File: src/rtl/mdr_operand_loader.sv
// Operand loader and sequencer for the MDR (mul/div/sqrt) engine: captures operands on
// load edges, validates them, starts the engine and latches its result or flags an error.
module mdr_operand_loader #(
    parameter int unsigned DW      = 16,
    parameter int unsigned TIMEOUT = 1024
) (
    input  logic          clk,
    input  logic          rst,
    input  logic          load,
    input  logic [DW-1:0] data_in,
    input  logic [1:0]    op,
    input  logic          engine_ready,
    input  logic [DW-1:0] engine_q,
    input  logic [DW-1:0] engine_r,
    output logic          start_out,
    output logic [DW-1:0] op_a,
    output logic [DW-1:0] op_b,
    output logic [1:0]    op_sel,
    output logic [DW-1:0] result_q,
    output logic [DW-1:0] result_r,
    output logic          result_valid,
    output logic          error,
    output logic          busy
);

    localparam int unsigned    TW   = $clog2(TIMEOUT);
    localparam logic [TW-1:0]  TMAX = TW'(TIMEOUT - 1);

    localparam logic [1:0] OpDiv  = 2'b01;
    localparam logic [1:0] OpSqrt = 2'b10;
    localparam logic [1:0] OpBad  = 2'b11;

    typedef enum logic [2:0] {
        StIdle,
        StLoadB,
        StCheck,
        StStart,
        StWait,
        StDone,
        StErr
    } state_e;

    state_e        state;
    logic          load_d;
    logic          rdy_d;
    logic [TW-1:0] timer;
    logic          load_rise;
    logic          rdy_rise;
    logic          bad_operand;

    assign load_rise   = load & ~load_d;
    assign rdy_rise    = engine_ready & ~rdy_d;
    assign bad_operand = ((op_sel == OpDiv) && (op_b == '0)) ||
                         ((op_sel == OpSqrt) && op_a[DW-1]);

    // Both are decoded from the registered state, so they only move on clk.
    assign start_out = (state == StStart);
    assign busy      = (state == StCheck) || (state == StStart) || (state == StWait);

    always_ff @(posedge clk) begin
        if (!rst) begin
            state        <= StIdle;
            load_d       <= 1'b0;
            rdy_d        <= 1'b1;
            timer        <= '0;
            op_a         <= '0;
            op_b         <= '0;
            op_sel       <= '0;
            result_q     <= '0;
            result_r     <= '0;
            result_valid <= 1'b0;
            error        <= 1'b0;
        end else begin
            load_d <= load;
            rdy_d  <= engine_ready;
            case (state)
                StIdle, StDone, StErr: begin
                    if (load_rise) begin
                        op_a         <= data_in;
                        op_sel       <= op;
                        op_b         <= '0;
                        result_valid <= 1'b0;
                        error        <= 1'b0;
                        if (op == OpSqrt) begin
                            state <= StCheck;
                        end else if (op == OpBad) begin
                            state    <= StErr;
                            error    <= 1'b1;
                            result_q <= '0;
                            result_r <= '0;
                        end else begin
                            state <= StLoadB;
                        end
                    end
                end
                StLoadB: begin
                    if (load_rise) begin
                        op_b  <= data_in;
                        state <= StCheck;
                    end
                end
                StCheck: begin
                    if (bad_operand) begin
                        state        <= StErr;
                        error        <= 1'b1;
                        result_q     <= '0;
                        result_r     <= '0;
                        result_valid <= 1'b0;
                    end else begin
                        state <= StStart;
                    end
                end
                StStart: begin
                    timer <= '0;
                    state <= StWait;
                end
                StWait: begin
                    // A ready edge takes priority over an expiring timer.
                    if (rdy_rise) begin
                        result_q     <= engine_q;
                        result_r     <= engine_r;
                        result_valid <= 1'b1;
                        state        <= StDone;
                    end else if (timer == TMAX) begin
                        state        <= StErr;
                        error        <= 1'b1;
                        result_q     <= '0;
                        result_r     <= '0;
                        result_valid <= 1'b0;
                    end else begin
                        timer <= timer + 1'b1;
                    end
                end
                default: state <= StIdle;
            endcase
        end
    end

endmodule

File: config.mk
export PLATFORM = sky130hd
export DESIGN_NAME = mdr_operand_loader
export DESIGN_NICKNAME = d
export VERILOG_FILES = /design/src/rtl/mdr_operand_loader.sv
export SDC_FILE = /design/constraint.sdc
export NUM_CORES = 1
export LEC_CHECK = 0
export ABC_AREA = 1
export CAP_MARGIN = 5
export CELL_PAD_IN_SITES_DETAIL_PLACEMENT = 0
export CELL_PAD_IN_SITES_GLOBAL_PLACEMENT = 1
export CORE_MARGIN = 2
export CORE_UTILIZATION = 32
export CTS_CLUSTER_DIAMETER = 100
export DETAILED_ROUTE_END_ITERATION = 12
export GPL_ROUTABILITY_DRIVEN = 1
export MAX_ROUTING_LAYER = met4
export PLACE_DENSITY_LB_ADDON = 0.1
export SYNTH_ARGS = -nofsm -noshare
export SYNTH_HDL_FRONTEND = slang
export SYNTH_SLANG_ARGS = --single-unit
File: constraint.sdc
create_clock -name clk -period 2.2 [get_ports clk]
set_clock_uncertainty 0.05 [all_clocks]
set_input_delay 0.55 -clock clk [delete_from_list [all_inputs] [get_ports clk]]
set_output_delay 0.55 -clock clk [all_outputs]
set_load 0.02 [all_outputs]
==> run_results.csv <==
group,metric,value,unit
critical_path,path_cells,"nor2_1 > nand2_2 > nand2_1 > dlygate4sd2_1",
timing,tns,0,ps
die,io_pins,124,
synthesis,synth_seq_area_share,46.4,%
synthesis,synthCells,466,
synthesis,yosysUniqueCellTypes,36,
clock_network,ctsRootBufferMaster,"clkbuf_8",
grt,grt_util_all_layers,17.7,%
timing,rsz0062_at_grt,"false",
grt,grt_pass1_wl,16.2,mm
timing,fin_crit_sh,93.6,%
timing,fin_hold_ws,414,ps
power,power_density,936,nW/µm²
grt,grt_antenna_before_repair,0,
routing,via_per_inst,4.83,
timing,setup_viol,0,
synthesis,synth_area_leaders,"dfxtp_1 46%, nand3_1 11%, nand2_1 10%, a21oi_1 9.4%, a21oi_2 3.2%",
critical_path,path_class,"flip-flop to output pin",
synthesis,yosysWarnings,0,
synthesis,ys.flop_type,"dfxtp_1",
power,ir_worst_vdd,0.000442,V
layout,n_fill_cell,1132,
power,p_leak,1.86,nW
routing,via_count,3544,
clock_network,clk_latency,350,ps
clock_network,clk_pin_slew,90,ps
synthesis,syn_area_per_cell,7.69,µm²
layout,drive_gt1_share,13.5,%
layout,layout_commonest_cell,"clkdlybuf4s50_1",
timing,worst_slew_pin_slew,594,ps
die,rows,38,
critical_path,crit_path_start_kind,"flip-flop",
routing,drc,0,
job,maxCapViolations,0,
grt,grt_max_degree,72,
critical_path,cpMaxStageDelayCell,"dfxtp_1",
critical_path,max_stage_delay,470,ps
timing,hold_viol_final,0,
timing,slew_headroom,60.1,%
layout,final_cell_mix,"121 x clkdlybuf4s50_1, 96 x nand2_1, 83 x dfxtp_1, 81 x nand3_1, 67 x a21oi_1",
timing,slew_viol_final,0,
die,die_x,110,µm
routing,routed_wl,10.2,mm
timing,min_period,2060,ps
critical_path,arrival,1460,ps
place,dp_hpwl,7.22,mm
clock_network,htree_levels,3,
place,io_buffers,123,
synthesis,synth_top_area_share,46.4,%
die,die-area,12100,µm²
routing,initialDrtViolationCount,199,
routing,dr.pass1.iters,4,
synthesis,synth-edff-count,0,
layout,area_delta_synth_final,44.5,%
die,start_util,32.9,%
layout,nets,644,
critical_path,crit_path_max_fanout,7,
clock_network,clk_path_buf_depth,2,
critical_path,cp-end-kind,"output pin",
synthesis,synth_area_leader_cell,"dfxtp_1",
layout,post_layout_nonfiller_instances,734,
synthesis,synth_seq_cells,83,
die,core-area,10900,µm²
die,die_y,110,µm
routing,wl_per_cell,13.9,µm
routing,drtAntennaViolNets,0,
critical_path,critical_path_required,1600,ps
place,gp_congestion,0.806,
status,status,"completed",
synthesis,async_reset_ff_share,0,%
clock_network,clock-sinks,83,
grt,overflow,0,
clock_network,cts_buffers,9,
timing,fmax,486,MHz
grt,first_global_vias,3404,
synthesis,syn_area,3580,µm²
clock_network,cts_tree,"yes",
synthesis,syn_nets,521,
layout,antenna_cells,0,
worst_hold_path,hold_path_class,"flip-flop to flip-flop",
place,place_inst,718,
## Yosys cell counts (all sizes together), types with 2 or more instances
master and number:
nand2 113, dfxtp 83, nand3 82, a21oi 80, inv 30, nor2 23
buf 16, clkbuf 11, o21ai 10, nand4 3, or2 3, and2 2
nor3 2
## through the flow
| step | util [%] | total power [mW] | setup WS (ps) | area, µm² |
|---|---|---|---|---|
| global placement | 45.7 | 3.77 | 13.9 | 4980 |
| CTS | 47.5 | 4.91 | 105 | 5180 |
| detailed placement | 45.7 | 3.78 | -13.5 | 4980 |
| finish | 47.5 | 4.85 | 140 | 5180 |
| global route | 47.5 | 5.17 | 31.2 | 5180 |
| floorplan | - | 3.15 | 486 | 3580 |
## timing repair
action,CTS,global route
endpoints found under the setup margin,2,0
hold endpoints to repair,0,0
gates resized for setup,2,0
buffers inserted,0,0
hold buffers,0,0
## metal layers
| metal | share of wire, % | track usage (%) | wire length, µm | vias to the layer above |
|---|---|---|---|---|
| li1 | - | - | - | 1795 |
| met1 | 44 | 20.7 | 4540 | 1641 |
| met2 | 49 | 30.3 | 5050 | 95 |
| met3 | 5.1 | 3.91 | 521 | 13 |
| met4 | 1.2 | 5.61 | 125 | 0 |
| met5 | 0 | - | 0 | - |
## cells by family (layout without fill, tap and decap cells)
group / after synthesis / in the layout / synth area share, %
fa+ha+maj: 1 / 1 / 0.349
compound gates: 94 / 94 / 14.7
flops: 83 / 83 / 46.4
simple gates: 230 / 230 / 30.6
buf+inv: 58 / 186 / 7.93
## path summary, 6_finish.rpt
check                        startpoint                       end  slack [ps]  depth (start not counted)
setup / recovery  state[0]$_SDFFE_PN0P_                      busy         140                          4
hold / removal    op_a[13]$_SDFFE_PN0P_     op_a[13]$_SDFFE_PN0P_         410                          2
setup reg to reg  timer[0]$_SDFFE_PN0P_  result_q[3]$_SDFFE_PN0P_         310                         11
hold reg to reg   op_a[13]$_SDFFE_PN0P_     op_a[13]$_SDFFE_PN0P_         410                          2
## critical path, delay by kind of cell (launching register included)
family / cells / cell delay, ps
buf+inv: 1 / 320
flops: 1 / 470
simple gates: 3 / 320
## final cells by class
class / instances / area [µm²] / share of cell area [%]
inverters: 31 / 116 / 2.25
flip-flops and latches: 83 / 1660 / 32.1
multi-input cells: 325 / 1640 / 31.6
repair buffers: 139 / 1390 / 26.8
clock buffers: 10 / 128 / 2.47
clock inverters: 6 / 72.6 / 1.40
well taps: 140 / 175 / 3.38
## where the power goes
group	switching (mW)	internal [mW]	total, mW	leakage, nW
combinational	1.19	0.768	1.96	1.09
clock	0.588	0.537	1.12	0.0975
sequential	0.115	1.65	1.76	0.673
total	1.89	2.95	4.85	1.86
## sequential cells by signal, summed over array words and instances (netlist names)
signal / cells
state: 3
result_q: 16
op_b: 16
op_sel: 2
rdy_d: 1
load_d: 1
result_valid: 1
error: 1
result_r: 16
timer: 10
op_a: 16
No activity file was read; power rests on OpenSTA's default activity.
==> patch 1: new RTL, config.mk and constraints unchanged <==
Reset style: asynchronous (`rst`), changed in one clocked block.
--- a/src/rtl/mdr_operand_loader.sv
+++ b/src/rtl/mdr_operand_loader.sv
@@ -57,7 +57,7 @@
     assign start_out = (state == StStart);
     assign busy      = (state == StCheck) || (state == StStart) || (state == StWait);
 
-    always_ff @(posedge clk) begin
+    always_ff @(posedge clk or negedge rst) begin
         if (!rst) begin
             state        <= StIdle;
             load_d       <= 1'b0;
Check against the original RTL: differs if rst is asserted again (counterexample within 4 cycles, from zero or initial values and one cycle with rst low); with rst held inactive, the same outputs for 4 cycles.
==> patch 1 against the original RTL <==
Worst setup slack better by 92 ps; global-route usage down 1.3 points; sequential cell count stayed put; cell count down 4.0%; final area up 5.9%; register-to-register slack better by 80 ps; routed wire length decreased by 8.0%; via count decreased by 11%; sequential share of layout area rose by 5.8 points; power rose by 59%; synthesized area rose by 2.2%; die area grew 2.2%; highest routed layer unchanged.
==> patch 1: results (changes against the original RTL) <==
largest net degree at the start of global routing 50 (-31%); maxcap violations 0 (unchanged); Synth area leaders dfrtp_1 56%, nand2_1 15%, nand3_1 6.8%, o21ai_0 4.6%, inv_1 3.6%; H-tree levels 3 (unchanged); placed cell area 5140 um^2 (+3.2%); Final nets 612 (-5.0%); total CTS buffers 9 (unchanged); vias per cell 4.49 (-6.9%); synth cell count leaders 145 x nand2_1, 82 x dfrtp_1, 50 x nand3_1, 35 x inv_1, 34 x o21ai_0; drt total wl 9420 um (-8.0%); Worst Path Arrival 1370 ps (-90 ps); setup ws final 233 ps (+92.2 ps); GPL Wtd Cong 0.803 (-0.42%); Crit-path slowest cell clkdlybuf4s50_1; gr usage total 16.5% (-1.3 points); Pre-antenna DRT Iters 4 (unchanged); initial DRC count 244 (+23%); WHS 108 ps (-306 ps); crit-path max cell delay 650 ps (+180 ps); status complete, no violations; Place WS -69.0 ps (-55.5 ps); r2r setup slk 390 ps (+80 ps); post-synth net total 479 (-8.1%); Pleak 2.68 nW (+44%); worst-skew pair later-pin latency 330 ps (-20 ps); Reg clk slew, reported paths 70 ps (-20 ps); Int Power 4.78 mW (+62%); Synth cell types 31 (-14%); asr flop ratio synth 100% (+100 points); Post-Place Cells 689 (-4.0%); routed len/inst 13.4 um (-4.2%); dpl hpwl 6730 um (-6.9%); Buffers on Ports 123 (unchanged); layout cells sized above 1 9.07% (-4.4 points); share of synthesized area occupied by flip-flops and latches 56.7% (+10 points); global-route wire length before repair 16000 um (-1.2%); Slew @ Worst Pin 439 ps (-154 ps); highest net fanout along the worst path 4 (-3); cells after synthesis 424 (-9.0%); vias in the first global route 3243 (-4.7%); Root Driver clkbuf_16; Top delay family on crit path buffers and inverters; HP Class input port to async pin; Max VDD drop 0.633 mV (+43%); fillers 1123 (-0.80%)
==> patch 1: cell type report <==
| cell class | count | area share (%) |
|---|---|---|
| well taps | 143 | 3.26 |
| repair buffers | 139 | 25.5 |
| flip-flops and latches | 83 | 37.9 |
| clock buffers | 9 | 4.11 |
| clock inverters | 7 | 2.24 |
| inverters | 39 | 2.67 |
| multi-input cells | 285 | 24.3 |
==> patch 1: per-stage QoR <==
step | power [mW] | util (%)
finish | 7.72 | 48.6
global route | 8.27 | 48.6
global placement | 6.04 | 45.6
CTS | 7.83 | 48.6
floorplan | 4.37 | -
detailed placement | 6.05 | 45.6
==> patch 1: logic make-up after synthesis <==
family,after synthesis,share of synthesized area (%)
xor gates and xnor gates,4,0.957
buffers and inverters,56,6.80
AOI/OAI and AO/OA,51,7.38
adders and majority gates,1,0.342
DFF,83,56.7
and+or+nand+nor,229,27.8
==> patch 1: power by group through the flow <==
| stage | Combinational (mW) | Sequential [mW] | Clock [mW] |
|---|---|---|---|
| 2_1_floorplan | 1.33 | 3.04 | 0 |
| 3_3_place_gp | 3.58 | 2.45 | 0 |
| 3_5_place_dp | 3.58 | 2.47 | 0 |
| 4_1_cts | 3.59 | 2.45 | 1.79 |
| 5_1_grt | 3.88 | 2.53 | 1.86 |
| 6_report | 3.52 | 2.44 | 1.76 |
==> patch 1: final timing paths <==
kind | end | cells past startpoint | start
max in group asynchronous | rdy_d | 2 | rst
hold reg to reg | result_q[14] | 2 | result_q[14]
min in group clk | result_q[14] | 2 | result_q[14]
setup / recovery | op_sel[1] | 1 | op_sel[1]
hold / removal | result_r[1] | 1 | rst
setup reg to reg | result_q[8] | 11 | timer[0]
==> patch 1: per-layer routing <==
layer / vias up / GRT usage, % / part of all wire, %
li1: 1613 / - / -
met1: 1470 / 21.2 / 47
met2: 81 / 25.8 / 48
met3: 4 / 4.21 / 4.9
met4: 0 / 4.75 / 0.51
met5: - / - / 0
==> patch 2: new RTL, config.mk and constraints unchanged <==
Made on the original files. Set the parameter `DW` to 18 (it was 16).
--- a/src/rtl/mdr_operand_loader.sv
+++ b/src/rtl/mdr_operand_loader.sv
@@ -1,7 +1,7 @@
 // Operand loader and sequencer for the MDR (mul/div/sqrt) engine: captures operands on
 // load edges, validates them, starts the engine and latches its result or flags an error.
 module mdr_operand_loader #(
-    parameter int unsigned DW      = 16,
+    parameter int unsigned DW      = 18,
     parameter int unsigned TIMEOUT = 1024
 ) (
     input  logic          clk,
Ports: changed (7 resized); port bits go from 124 to 138. The function was not compared with the original's and may differ.
==> patch 2 against the original RTL <==
Maximum frequency increased by 3.4%; sequential power increased by 9%; utilization rose by 0.26 points; final area rose by 16%; power increased by 15%; sequential cell count up 8; worst setup slack improved by 69 ps; synthesized area is 14% higher; count of clock-buffer cells in the layout is 2 higher; non-clock buffer count rose by 19; routed wire length increased by 8.0%.
==> patch 2: results (changes against the original RTL) <==
status complete, no violations; share of synthesized area occupied by flip-flops and latches 44.7% (-1.6 points); synth cell count leaders 106 x nand2_1, 91 x dfxtp_1, 66 x nand3_1, 53 x a21oi_1; crit-path max cell delay 430 ps (-40 ps); Sw Ratio 36.8% (-2.2 points); Post-Place Cells 803 (+12%); drt total wl 11100 um (+8.0%); layout cells sized above 1 18.0% (+4.5 points); mean area per synthesized cell 8.13 um^2 (+5.7%); largest net degree at the start of global routing 39 (-46%); final std cells w/o fill 817 (+11%); met3 Track Usage GR 5.36% (+1.4 points); gr usage total 17.3% (-0.44 points); met1 Usage GRT 20.9% (+0.25 points); Synth cell types 29 (-19%); vias per cell 4.63 (-4.1%); xor/xnor share of the synthesized area 0.215% (+0.22 points); dpl hpwl 7940 um (+9.9%); post-synth net total 562 (+7.9%); Worst Path Arrival 1390 ps (-70 ps); post-synthesis compound-gate area fraction 14.9% (+0.13 points); Slew HR 64.6% (+4.5 points); HP Start op_a[3]; Post-Synth Adder-Cell Area 0.307% (-0.042 points); fillers 1284 (+13%); initial DRC count 177 (-11%)
patch 2: power groups by stage:
stage          Combinational [mW]  Clock [mW]  Sequential, mW
4_1_cts                      2.15        1.57            1.92
5_1_grt                      2.33        1.65            1.94
2_1_floorplan                1.33           0            2.09
3_3_place_gp                 2.16           0            1.95
6_report                     2.13        1.53            1.92
3_5_place_dp                 2.16           0            1.95
patch 2: metrics by stage:
step           setup slack, ps  cell area (um^2)  hold WS (ps)
2_1_floorplan              436              4070           397
3_3_place_gp              18.2              5700           398
3_5_place_dp             -14.1              5700           404
4_1_cts                    186              5980           414
5_1_grt                    136              5980           435
6_report                   209              5980           408
patch 2: cell families after synthesis:
family,Yosys count
AO/OA/AOI/OAI,98
XOR/XNOR,1
adder cells (fa/ha/maj),1
buffers and inverters,58
flip-flops,91
AND/OR/NAND/NOR,252
patch 2: worst paths after layout:
path                  endpoint  slack (ps)
hold reg to reg        op_a[3]         410
hold / removal         op_a[3]         410
setup / recovery          busy         210
setup reg to reg  result_q[14]         410
patch 2: per-layer routing:
metal / vias to the layer above / wire (um)
li1: 1918 / -
met1: 1744 / 4970
met2: 104 / 5040
met3: 17 / 829
met4: 0 / 216
met5: - / 0
patch 2: area by class of cell:
class	instances	share of cell area, %
Multi-Input combinational cell	352	33.0
Tap cell	172	3.60
Sequential cell	91	30.4
Clock buffer	12	4.12
Inverter	30	1.90
Timing Repair Buffer	158	26.3
Clock inverter	2	0.627
patch 2: worst min-delay path, cell delays in order, from the launching register on:
cell     delay (ps)
dfxtp_1         310
nand2_1          60
a21oi_1          50
